## src/rtl/arbiter8way_pkg.sv

```systemverilog
// Shared constants and FSM encoding for the 8-way round-robin datapath arbiter.
package arbiter8way_pkg;
    localparam int N_REQ  = 8;
    localparam int SEL_W  = 3;
    localparam int HOLD_W = 8;

    typedef enum logic {
        ST_IDLE = 1'b0,
        ST_OWN  = 1'b1
    } state_t;
endpackage

```

## src/rtl/rr_pick8.sv

```systemverilog
// Combinational rotating-priority picker: first set req bit scanning ptr, ptr+1, ... mod 8.
module rr_pick8
    import arbiter8way_pkg::*;
(
    input  logic [N_REQ-1:0] req,
    input  logic [SEL_W-1:0] ptr,
    output logic             found,
    output logic [SEL_W-1:0] idx
);

    always_comb begin
        found = |req;
        idx   = ptr;
        // Descending scan so the nearest-to-ptr requester is the final assignment.
        for (int k = N_REQ - 1; k >= 0; k--) begin
            if (req[ptr + SEL_W'(k)]) idx = ptr + SEL_W'(k);
        end
    end

endmodule

```

## src/rtl/arbiter8way.sv

```systemverilog
// Round-robin owner arbiter for a shared 16-bit path; registered one-hot grant and mux select.
module arbiter8way
    import arbiter8way_pkg::*;
#(
    parameter int MAX_HOLD = 16
) (
    input  logic             clock,
    input  logic             reset_n,
    input  logic [N_REQ-1:0] req,
    input  logic [N_REQ-1:0] last,
    output logic [N_REQ-1:0] grant,
    output logic [SEL_W-1:0] sel,
    output logic             busy
);

    state_t            state, state_nxt;
    logic [SEL_W-1:0]  ptr, ptr_nxt, sel_nxt;
    logic [HOLD_W-1:0] hold, hold_nxt;
    logic [N_REQ-1:0]  grant_nxt;
    logic [SEL_W-1:0]  pick_ptr, pick_idx, sel_inc;
    logic              pick_found, rel;

    assign sel_inc = sel + SEL_W'(1);
    assign rel     = !req[sel] || last[sel] || (hold == HOLD_W'(MAX_HOLD));

    // While owning, the picker already sees the post-release priority so a
    // handover costs no bubble; the outgoing owner ends up lowest priority.
    assign pick_ptr = (state == ST_OWN) ? sel_inc : ptr;

    rr_pick8 u_pick (
        .req   (req),
        .ptr   (pick_ptr),
        .found (pick_found),
        .idx   (pick_idx)
    );

    always_comb begin
        state_nxt = state;
        ptr_nxt   = ptr;
        sel_nxt   = sel;
        hold_nxt  = hold;
        grant_nxt = grant;
        case (state)
            ST_IDLE: begin
                if (pick_found) begin
                    state_nxt = ST_OWN;
                    grant_nxt = N_REQ'(1) << pick_idx;
                    sel_nxt   = pick_idx;
                    hold_nxt  = HOLD_W'(1);
                end
            end
            ST_OWN: begin
                if (!rel) begin
                    hold_nxt = hold + HOLD_W'(1);
                end else begin
                    ptr_nxt = sel_inc;
                    if (pick_found) begin
                        grant_nxt = N_REQ'(1) << pick_idx;
                        sel_nxt   = pick_idx;
                        hold_nxt  = HOLD_W'(1);
                    end else begin
                        state_nxt = ST_IDLE;
                        grant_nxt = '0;
                        hold_nxt  = '0;
                    end
                end
            end
            default: begin
                state_nxt = ST_IDLE;
                grant_nxt = '0;
                hold_nxt  = '0;
            end
        endcase
    end

    always_ff @(posedge clock or negedge reset_n) begin
        if (!reset_n) begin
            state <= ST_IDLE;
            ptr   <= '0;
            sel   <= '0;
            hold  <= '0;
            grant <= '0;
        end else begin
            state <= state_nxt;
            ptr   <= ptr_nxt;
            sel   <= sel_nxt;
            hold  <= hold_nxt;
            grant <= grant_nxt;
        end
    end

    assign busy = |grant;

endmodule

```

## config.mk

```make
export PLATFORM = sky130hd
export DESIGN_NAME = arbiter8way
export DESIGN_NICKNAME = d
export VERILOG_FILES = /design/src/rtl/arbiter8way_pkg.sv /design/src/rtl/rr_pick8.sv /design/src/rtl/arbiter8way.sv
export SDC_FILE = /design/constraint.sdc
export NUM_CORES = 1
export LEC_CHECK = 0
export BUFFER_PORTS_ARGS = -buffer_cell sky130_fd_sc_hd__buf_4
export CORE_ASPECT_RATIO = 1.75
export CORE_MARGIN = 2
export CORE_UTILIZATION = 50
export CTS_CLUSTER_DIAMETER = 50
export DETAILED_ROUTE_END_ITERATION = 10
export GPL_ROUTABILITY_DRIVEN = 1
export HOLD_SLACK_MARGIN = 0.08
export PLACE_DENSITY_LB_ADDON = 0.1
export SLEW_MARGIN = 20
export SYNTH_ARGS = -nofsm -noshare
export SYNTH_HDL_FRONTEND = slang
export SYNTH_SLANG_ARGS = --single-unit
```

## constraint.sdc

```tcl
create_clock -name clock -period 6.8 [get_ports clock]
set_input_delay 0.68 -clock clock [delete_from_list [all_inputs] [get_ports clock]]
set_output_delay 0.68 -clock clock [all_outputs]
set_load 0.1 [all_outputs]
```

; Word-level counts from Yosys, hierarchy flattened
; Index checks and enable logic that the tools add are counted.
[word_totals]
regBits = 23
word_cells = 78
out_inout_bits = 12
[classes]
bitwise = 1
order_cmp = 9
eq_ne = 3
n_addsub = 9
reduce_logical = 7
mux = 43
shift = 1
[ops]
columns = operator, n
row1 = 8-bit two-way mux, 5
row2 = "3-bit by 4-bit less-than comparator with 1-bit output, second input constant", 9
row3 = 3-bit two-way mux, 11
row4 = 8-bit one-hot mux with 2 select lines, 2
row5 = 1-bit binary-select mux with 3-bit select, 10
row6 = 8-bit OR reduction, 2
row7 = 1-bit two-way mux, 13
row8 = "3-bit adder, second input constant", 4
row9 = "8-bit by 1-bit adder with 8-bit output, second input constant", 1
row10 = "8-bit by 5-bit == test with 1-bit output, second input constant", 1
row11 = "1-bit by 3-bit << shifter with 8-bit output, first input constant", 1
row12 = "3-bit by 1-bit adder with 3-bit output, second input constant", 2
row13 = "3-bit by 2-bit adder with 3-bit output, second input constant", 2
row14 = 3-bit one-hot mux with 2 select lines, 1
row15 = 2-bit AND reduction, 2
row16 = 1-bit logical OR, 2
row17 = "2-bit by 1-bit != test with 1-bit output, second input constant", 1
row18 = "2-bit != test, second input constant", 1
row19 = 1-bit one-hot mux with 2 select lines, 1
row20 = 1-bit zero test, 1
row21 = 1-bit inverter, 1

; Longest topological paths before layout
; Gate-level depths: netlist of the first run.
[logic_depth]
depth_word = 17
ltp_mapped = 13
mapped_depth_nobuf = 11

; Hierarchy
; A second synthesis of the first run with hierarchy kept.
[hier_totals]
hier_cells = 209
hier_area_um2 = 2149.6
[modules_own_cells]
columns = module, n_inst, cells_each, area_each_um2
row1 = arbiter8way, 1, 115, 1275.0
row2 = rr_pick8, 1, 94, 874.6

; Least setup slack after synthesis of the first run
; No wires, ideal clock.
[synth_timing]
path_kind = reg-to-reg
startpoint = register sel[0]
endpoint = register grant[5]
required_ps = 6678
slack_ps = 3026
t_arrival_ps = 3653
setup_time_ps = 122
path_stages_with_launch = 13
path_cell_list = dfrtp_1 > ha_1 > mux2i_4 > inv_2 > buf_2 > ha_1 > a21bo_2 > mux2_4 > a221oi_2 > a211oi_2 > o2bb2ai_2 > nor2b_4 > a22o_1
[synth_between]
elab_chain_cells = 17
elab_cells_between_ends = 47
[synth_rtl]
columns = item, line
row1 = from (decl), arbiter8way.sv:12  ; output logic [SEL_W-1:0] sel,
row2 = from (signal assigned), arbiter8way.sv:86  ; sel <= sel_nxt;
row3 = 3-bit by 1-bit adder with 3-bit output *, arbiter8way.sv:23  ; assign sel_inc = sel + SEL_W'(1);
row4 = via sel_inc[1], arbiter8way.sv:20  ; logic [SEL_W-1:0] pick_ptr, pick_idx, sel_inc;
row5 = 3-bit two-way mux *, arbiter8way.sv:28  ; assign pick_ptr = (state == ST_OWN) ? sel_inc : ptr;
row6 = 3-bit adder, rr_pick8.sv:16  ; if (req[ptr + SEL_W'(k)]) idx = ptr + SEL_W'(k);
row7 = 1-bit binary-select mux with 3-bit select, rr_pick8.sv:16
row8 = 1-bit two-way mux (not written as such), rr_pick8.sv:16
row9 = 3-bit two-way mux (7 in a row), rr_pick8.sv:16
row10 = 3-bit two-way mux *, rr_pick8.sv:16
row11 = 1-bit by 3-bit << shifter with 8-bit output *, "arbiter8way.sv:47, arbiter8way.sv:58"
row12 = 8-bit two-way mux, arbiter8way.sv:57  ; if (pick_found) begin
row13 = 8-bit two-way mux, arbiter8way.sv:53  ; if (!rel) begin
row14 = 8-bit one-hot mux with 2 select lines *, arbiter8way.sv:43  ; case (state)
row15 = to (signal assigned), arbiter8way.sv:88  ; grant <= grant_nxt;
row16 = to (decl), arbiter8way.sv:11  ; output logic [N_REQ-1:0] grant,
; Mark *: on every way through the listed nets, which the timed path passes. The rest lies on a longest branch. The select of a mux whose other input is x is not followed.
; A chain may end at the register's enable or synchronous reset.

; Final worst setup path of the first run
[layout_timing]
startpoint = register state
endpoint = register grant[7]
[layout_between]
elab_chain_cells = 16
elab_cells_between_ends = 41
[layout_rtl]
columns = item, line
row1 = from (decl), arbiter8way.sv:16  ; state_t state, state_nxt;
row2 = from (signal assigned), arbiter8way.sv:84  ; state <= state_nxt;
row3 = 3-bit two-way mux, arbiter8way.sv:28
row4 = 3-bit adder, rr_pick8.sv:16
row5 = 1-bit binary-select mux with 3-bit select, rr_pick8.sv:16
row6 = 1-bit two-way mux (not written as such), rr_pick8.sv:16
row7 = 3-bit two-way mux (8 in a row), rr_pick8.sv:16
row8 = 1-bit by 3-bit << shifter with 8-bit output, "arbiter8way.sv:47, arbiter8way.sv:58"
row9 = 8-bit two-way mux, arbiter8way.sv:57
row10 = 8-bit two-way mux, arbiter8way.sv:53
row11 = 8-bit one-hot mux with 2 select lines, arbiter8way.sv:43
; Several ways; a longest one is shown, not always the timed one. The select of a mux whose other input is x is not followed.

==> metrics.md, run 1 <==
| Metric | Value |
|---|---|
| Status | finished clean |
| Period utilisation layout | 57.6% |
| Setup violators final | 0 |
| Seq/Total Area, Yosys | between 20% and 30% |
| Yosys cell types | 64 |
| Nets | 317 |
| List of most frequent post-synthesis cells | nand2_1 (41), dfrtp_1 (23), o21ai_0 (18) |
| Die H | between 90 and 100 um |
| Core Area | ~4400 um^2 |
| Fillers | 415 |
| Syn_area_per_cell | between 8 and 9 um^2 |
| Drt first pass iters | 4 |
| Cell Area, Synth | 2320 um^2 |
| Worst-path clk slew | ~0.080 ns |
| Port Buf Inserts | 29 |
| Num CTS Buffers | 3 |
| Grt total ovfl | 0 |
| Post-synth top area share | approximately a quarter |
| N_diodes | 0 |
| Asr flop ratio synth | 100% |
| Initial antenna violation count | 0 |
| Number of setup buffers added after CTS | 0 |
| CP max stage cell | dfrtp_1 |
| Crit Path Max Fanout | 20 |
| Gr usage total | between 20% and 30% |
| Arr. time, crit path | 4.11 ns |
| Post-Route WL | roughly 6500 um |
| TritonCTS Sinks | 23 |
| Deepest clock path buffer count | 2 |
| Crit Path Class | reg2reg |
| Area of the die | approximately 5200 um^2 |
| Top cell type by total area after synthesis | dfrtp_1 |
| Clk_skew | between 0.004 and 0.005 ns |
| DR iter-0 viols | 115 |
| Relative slew slack | 50.1% |
| Pre-CTS setup slack | 2.98 ns |
| Width of the chip | 55.4 um |
| Routed wire length per instance | about 19 um |
| Ys flop type | dfrtp_1 |
| GP Congestion | between 0.8 and 0.9 |
| Vias in the first global route | 2324 |
| Final min period | approximately 3.9 ns |
| Dominant cells by area after synthesis | dfrtp_1 (25%), nand2_1 (6.6%), mux4_2 (5.8%) |
| Cell breakdown of the critical path | mux2i_4 -> inv_2 -> ha_1 -> a21bo_1 -> mux2_4 -> nand2_1 -> o32ai_1 -> nor3b_1 -> nor3_1 -> a22o_1 |
| Crit end category | flip-flop |
| Fin. max-slew vios | 0 |
| TNS Setup | 0 ns |
| Via/cell ratio | around 6.7 |
| Max-cap violation count | 0 |
| Register area | 576 um^2 |
| CP Data Required Time | ~7 ns |
| Setup WS post-layout | 2.89 ns |
| # resized after CTS | 0 |
| Global-route wire length before repair | 11100 um |
| WP buf/inv | 1 |
| Number of nets still failing antenna checks after routing | 0 |
| # hold bufs at CTS | 0 |
| FMAX | roughly 260 MHz |
| # IOs | 30 |
| CTS tree | yes |
| Synth Register Bits | 23 |
| Post-synth EDFFs | 0 |
| Post-DP HPWL | about 5000 um |
| Final hold violation count | 0 |
| Layout area overhead | 11.2% |
| Post-synthesis instance total | approximately 270 |
| Vias | 2301 |
| Worst setup SP type | flip-flop |
| Mapped Nets | between 200 and 300 |
| Row cnt | 32 |
| Hold Path Class | in2async |
| Worst Max-Slew Pin Slew | 0.749 ns |
| Layout Cells excl Fill | about 350 |
| Synthesis warning total | 0 |
| Initial Util | 52.1% |
| Placed cell count | approximately 340 |
| Detailed-route DRC error count | 0 |
| Root Buffer | clkbuf_8 |
| Critical path's largest stage delay | 0.84 ns |
| Share of post-route cells with drive strength above 1 | 24.5% |
| Most numerous cell in the Yosys netlist | nand2_1 |
| Htree depth | 1 |
| Clk_lat worst skew | 0.26 ns |
| Largest net degree at the start of global routing | 24 |
| Area of the multi-input gates | 1630 um^2 |
| Crit-path leading delay family | multiplexers |
| RSZ-0062 raised after global routing | no |
| Fin util | around 58% |
-- cells by family (layout without fill, tap and decap cells) --
family / count (synthesis) / after routing / share of synthesized area [%]
AO/OA/AOI/OAI: 89 / 89 / 29.2
XOR/XNOR: 4 / 4 / 2.16
adder cells (fa/ha/maj): 4 / 4 / 2.16
buffers and inverters: 22 / 45 / 4.92
flip-flops: 23 / 23 / 24.9
multiplexers: 17 / 17 / 11.4
AND/OR/NAND/NOR: 112 / 112 / 25.3
-- final cells by class --
class / instances / area share, %
Clock buffer: 3 / 1.60
Clock inverter: 1 / 0.194
Multi-Input combinational cell: 226 / 63.2
Tap cell: 51 / 2.48
Inverter: 12 / 1.75
Sequential cell: 23 / 22.4
Timing Repair Buffer: 29 / 8.45
-- per-stage QoR --
stage,hold slack [ns],area (um^2)
2_1_floorplan,0.384,2320
3_3_place_gp,0.464,2530
3_5_place_dp,0.474,2530
4_1_cts,0.301,2570
5_1_grt,0.314,2570
6_report,0.295,2570
-- registers in the layout, summed over array words and instances (netlist names) --
register	flops
ptr	3
grant	8
state	1
sel	3
hold	8
-- worst paths after layout --
path                       slack, ns  cells after the start                    to               start
max                             2.89                     10  grant[7]$_DFFE_PN0P_     state$_DFF_PN0_
min                             0.30                      1  grant[2]$_DFFE_PN0P_             reset_n
max reg2reg                     2.89                     10  grant[7]$_DFFE_PN0P_     state$_DFF_PN0_
min reg2reg                     0.49                      2    ptr[2]$_DFFE_PN0P_  ptr[2]$_DFFE_PN0P_
max in group asynchronous       6.27                      1  grant[5]$_DFFE_PN0P_             reset_n
min in group clock              0.49                      2    ptr[2]$_DFFE_PN0P_  ptr[2]$_DFFE_PN0P_
-- worst reg2reg max path, cell delays in order, from the launching register on --
cell and delay (ns):
dfrtp_1 0.84, mux2i_4 0.67, inv_2 0.30, ha_1 0.48
a21bo_1 0.25, mux2_4 0.29, nand2_1 0.07, o32ai_1 0.09
nor3b_1 0.17, nor3_1 0.48, a22o_1 0.22
-- routing by layer --
layer / GRT usage [%] / vias to the layer above / part of all wire, %
li1: - / 1074 / -
met3: 2.75 / 32 / 4.4
met2: 47.3 / 99 / 53
met1: 29.7 / 1096 / 37
met4: 17.7 / 0 / 5.3
met5: 0 / - / 0
-- cells in the final DEF, fill, tap and decap left out, drive strengths merged, types with 3 or more instances in the layout --
cell type,synthesis,routed
nand2,42,42
o21ai,30,30
buf,7,29
dfrtp,23,23
nor2,18,18
nand3,17,17
inv,12,12
a21oi,12,12
mux2i,9,9
a211oi,9,9
and3,8,8
nor3,7,7
mux4,6,6
nand2b,6,6
a21o,5,5
o32a,4,4
a22o,4,4
ha,4,4
xnor2,4,4
nor4,3,3
o32ai,3,3
a211o,3,3
clkbuf,3,3
Power of run 1 is left out: the tool's default activity adds up to more than one toggle a clock period on the data nets, which glitch-free logic cannot reach.
==> inputs of run 2 (changes only) <==
- clock period: 6.8 -> 3.91 ns (I/O delays scaled with it)
==> run 2 against run 1 <==
Sequential cell count did not move. Sequential share of layout area fell by 0.34 points. Worst setup slack got worse by 2.3 ns. Routed wire length rose by 5.1%. Critical path type unchanged. Utilization rose by 0.90 points. Critical path depth rose by 1. Non-clock buffer count rose by 5. Die area did not move. Global-route usage rose by 0.94 points. First-iteration DRC count rose by 31%.
==> metrics.md, run 2 (synthesis gave the netlist of run 1 again) <==
| Metric | Value |
|---|---|
| Drt first pass iters | 4 |
| Die H | between 90 and 100 um |
| CP Data Required Time | about 4 ns |
| Status | finished clean |
| Area of the die | 5210 um^2 |
| Routed wire length per instance | roughly 19 um |
| Nets | ~320 |
| Layout area overhead | 12.9% |
| Final min period | approximately 3.3 ns |
| # hold bufs at CTS | 1 |
| Grt total ovfl | 0 |
| Deepest clock path buffer count | 2 |
| N_diodes | 0 |
| Gr usage total | 27.6% |
| Crit Path Max Fanout | 11 |
| TNS Setup | 0 ns |
| Vias in the first global route | ~2300 |
| # resized after CTS | 0 |
| Area of the multi-input gates | between 1500 and 2000 um^2 |
| Final instance area | 2620 um^2 |
| Fillers | 422 |
| Crit end category | flip-flop |
| Max-cap violation count | 0 |
| Period utilisation layout | between 80% and 90% |
| RSZ-0062 raised after global routing | no |
| Initial antenna violation count | 0 |
| Vias | 2246 |
| Worst setup SP type | flip-flop |
| Relative slew slack | roughly three fifths |
| TritonCTS Sinks | 23 |
| Met3 usage | 1.65% |
| Port Buf Inserts | 29 |
| Hold Path Class | reg2reg |
| Largest net degree at the start of global routing | 24 |
| GP Congestion | ~1.0 |
| Root Buffer | clkbuf_8 |
| Via/cell ratio | between 6 and 7 |
| CTS tree | yes |
| M2 GR Usage | 52.8% |
| Fin. max-slew vios | 0 |
| Number of nets still failing antenna checks after routing | 0 |
| Commonest cells after routing, fill and taps aside | nand2_1 (41), buf_4 (33), dfrtp_1 (23), o21ai_0 (18), nor2_1 (17) |
| Minimum hold slack | a little under 0.5 ns |
| Largest registers | grant (8), hold (8) |
| Global route hottest layer | met2 |
| WP buf/inv | 1 |
| Initial Util | about 52% |
| Htree depth | 1 |
| DP Area | about 2600 um^2 |
| Worst Max-Slew Pin Slew | approximately 0.6 ns |
| Worst-path clk slew | roughly 0.080 ns |
| Final hold violation count | 0 |
| Crit-path leading delay family | compound AO/OA/AOI/OAI gates |
| Clk_skew | about 0.0015 ns |
| Commonest non-fill, non-tap cell in the layout | nand2_1 |
| Width of the chip | between 50 and 60 um |
| Register area | approximately 580 um^2 |
| Worst R2R Setup Slack | approximately 0.62 ns |
| CP max stage cell | dfrtp_1 |
| Global-route wire length before repair | between 10000 and 15000 um |
| Cell breakdown of the critical path | and2b_4 -> nor2_8 -> inv_2 -> ha_1 -> a21bo_1 -> mux2_4 -> a221oi_2 -> a211oi_2 -> o2bb2ai_2 -> nor2b_4 -> a22o_1 |
| Post-Route WL | around 6800 um |
| Critical path's largest stage delay | about 0.55 ns |
| # IOs | 30 |
| Clk_lat worst skew | ~0.26 ns |
| FMAX | between 300 and 400 MHz |
| DR iter-0 viols | around 150 |
| Post-DP HPWL | approximately 5300 um |
| GR Util met1 | between 20 and 30% |
| Crit Path Class | reg2reg |
| Arr. time, crit path | 3.44 ns |
| Detailed-route DRC error count | 0 |
| Setup violators final | 0 |
| Core Area | around 4400 um^2 |
| Share of post-route cells with drive strength above 1 | around a quarter |
| Row cnt | 32 |
| Number of setup buffers added after CTS | 0 |
| Num CTS Buffers | 3 |
[run 2: changes by cell type in the layout (fill, tap and decap cells not counted), sizes merged]
| cell | change |
|---|---|
| buf | +4 |
| dlygate4sd3 | +1 |
[run 2: worst min-delay path: stages, from the launching register on]
cell	delay, ns
dfrtp_1	0.34
nand2_1	0.05
o21ai_0	0.06
[run 2: per-stage QoR]
step,util (%),worst slack (ns),std cells
final,58.8,0.618,350
after floorplan,-,0.136,271
after global routing,58.8,0.394,350
after detailed placement,57.6,0.643,345
after CTS,58.8,0.629,350
after global placement,57.6,0.662,345
[run 2: path summary, 6_finish.rpt]
kind,startpoint,depth (start not counted),endpoint
max in group asynchronous,reset_n,2,hold[0]$_DFFE_PN0P_
worst max-delay path,state$_DFF_PN0_,11,grant[7]$_DFFE_PN0P_
worst min-delay path,ptr[2]$_DFFE_PN0P_,2,ptr[2]$_DFFE_PN0P_
min in group asynchronous,reset_n,2,grant[6]$_DFFE_PN0P_
worst max register to register,state$_DFF_PN0_,11,grant[7]$_DFFE_PN0P_
worst min register to register,ptr[2]$_DFFE_PN0P_,2,ptr[2]$_DFFE_PN0P_
[run 2: layer usage]
metal,vias to the layer above,wire length (um)
li1,1080,-
met1,1057,2440
met2,86,3800
met3,23,219
met4,0,318
met5,-,0
[run 2: layout make-up]
class | instances | area share, %
Multi-Input combinational cell | 226 | 62.2
Sequential cell | 23 | 22.0
Timing Repair Buffer | 34 | 9.86
Tap cell | 51 | 2.44
Inverter | 12 | 1.72
Clock buffer | 3 | 1.58
Clock inverter | 1 | 0.191
Power of run 2 is left out for the same reason.
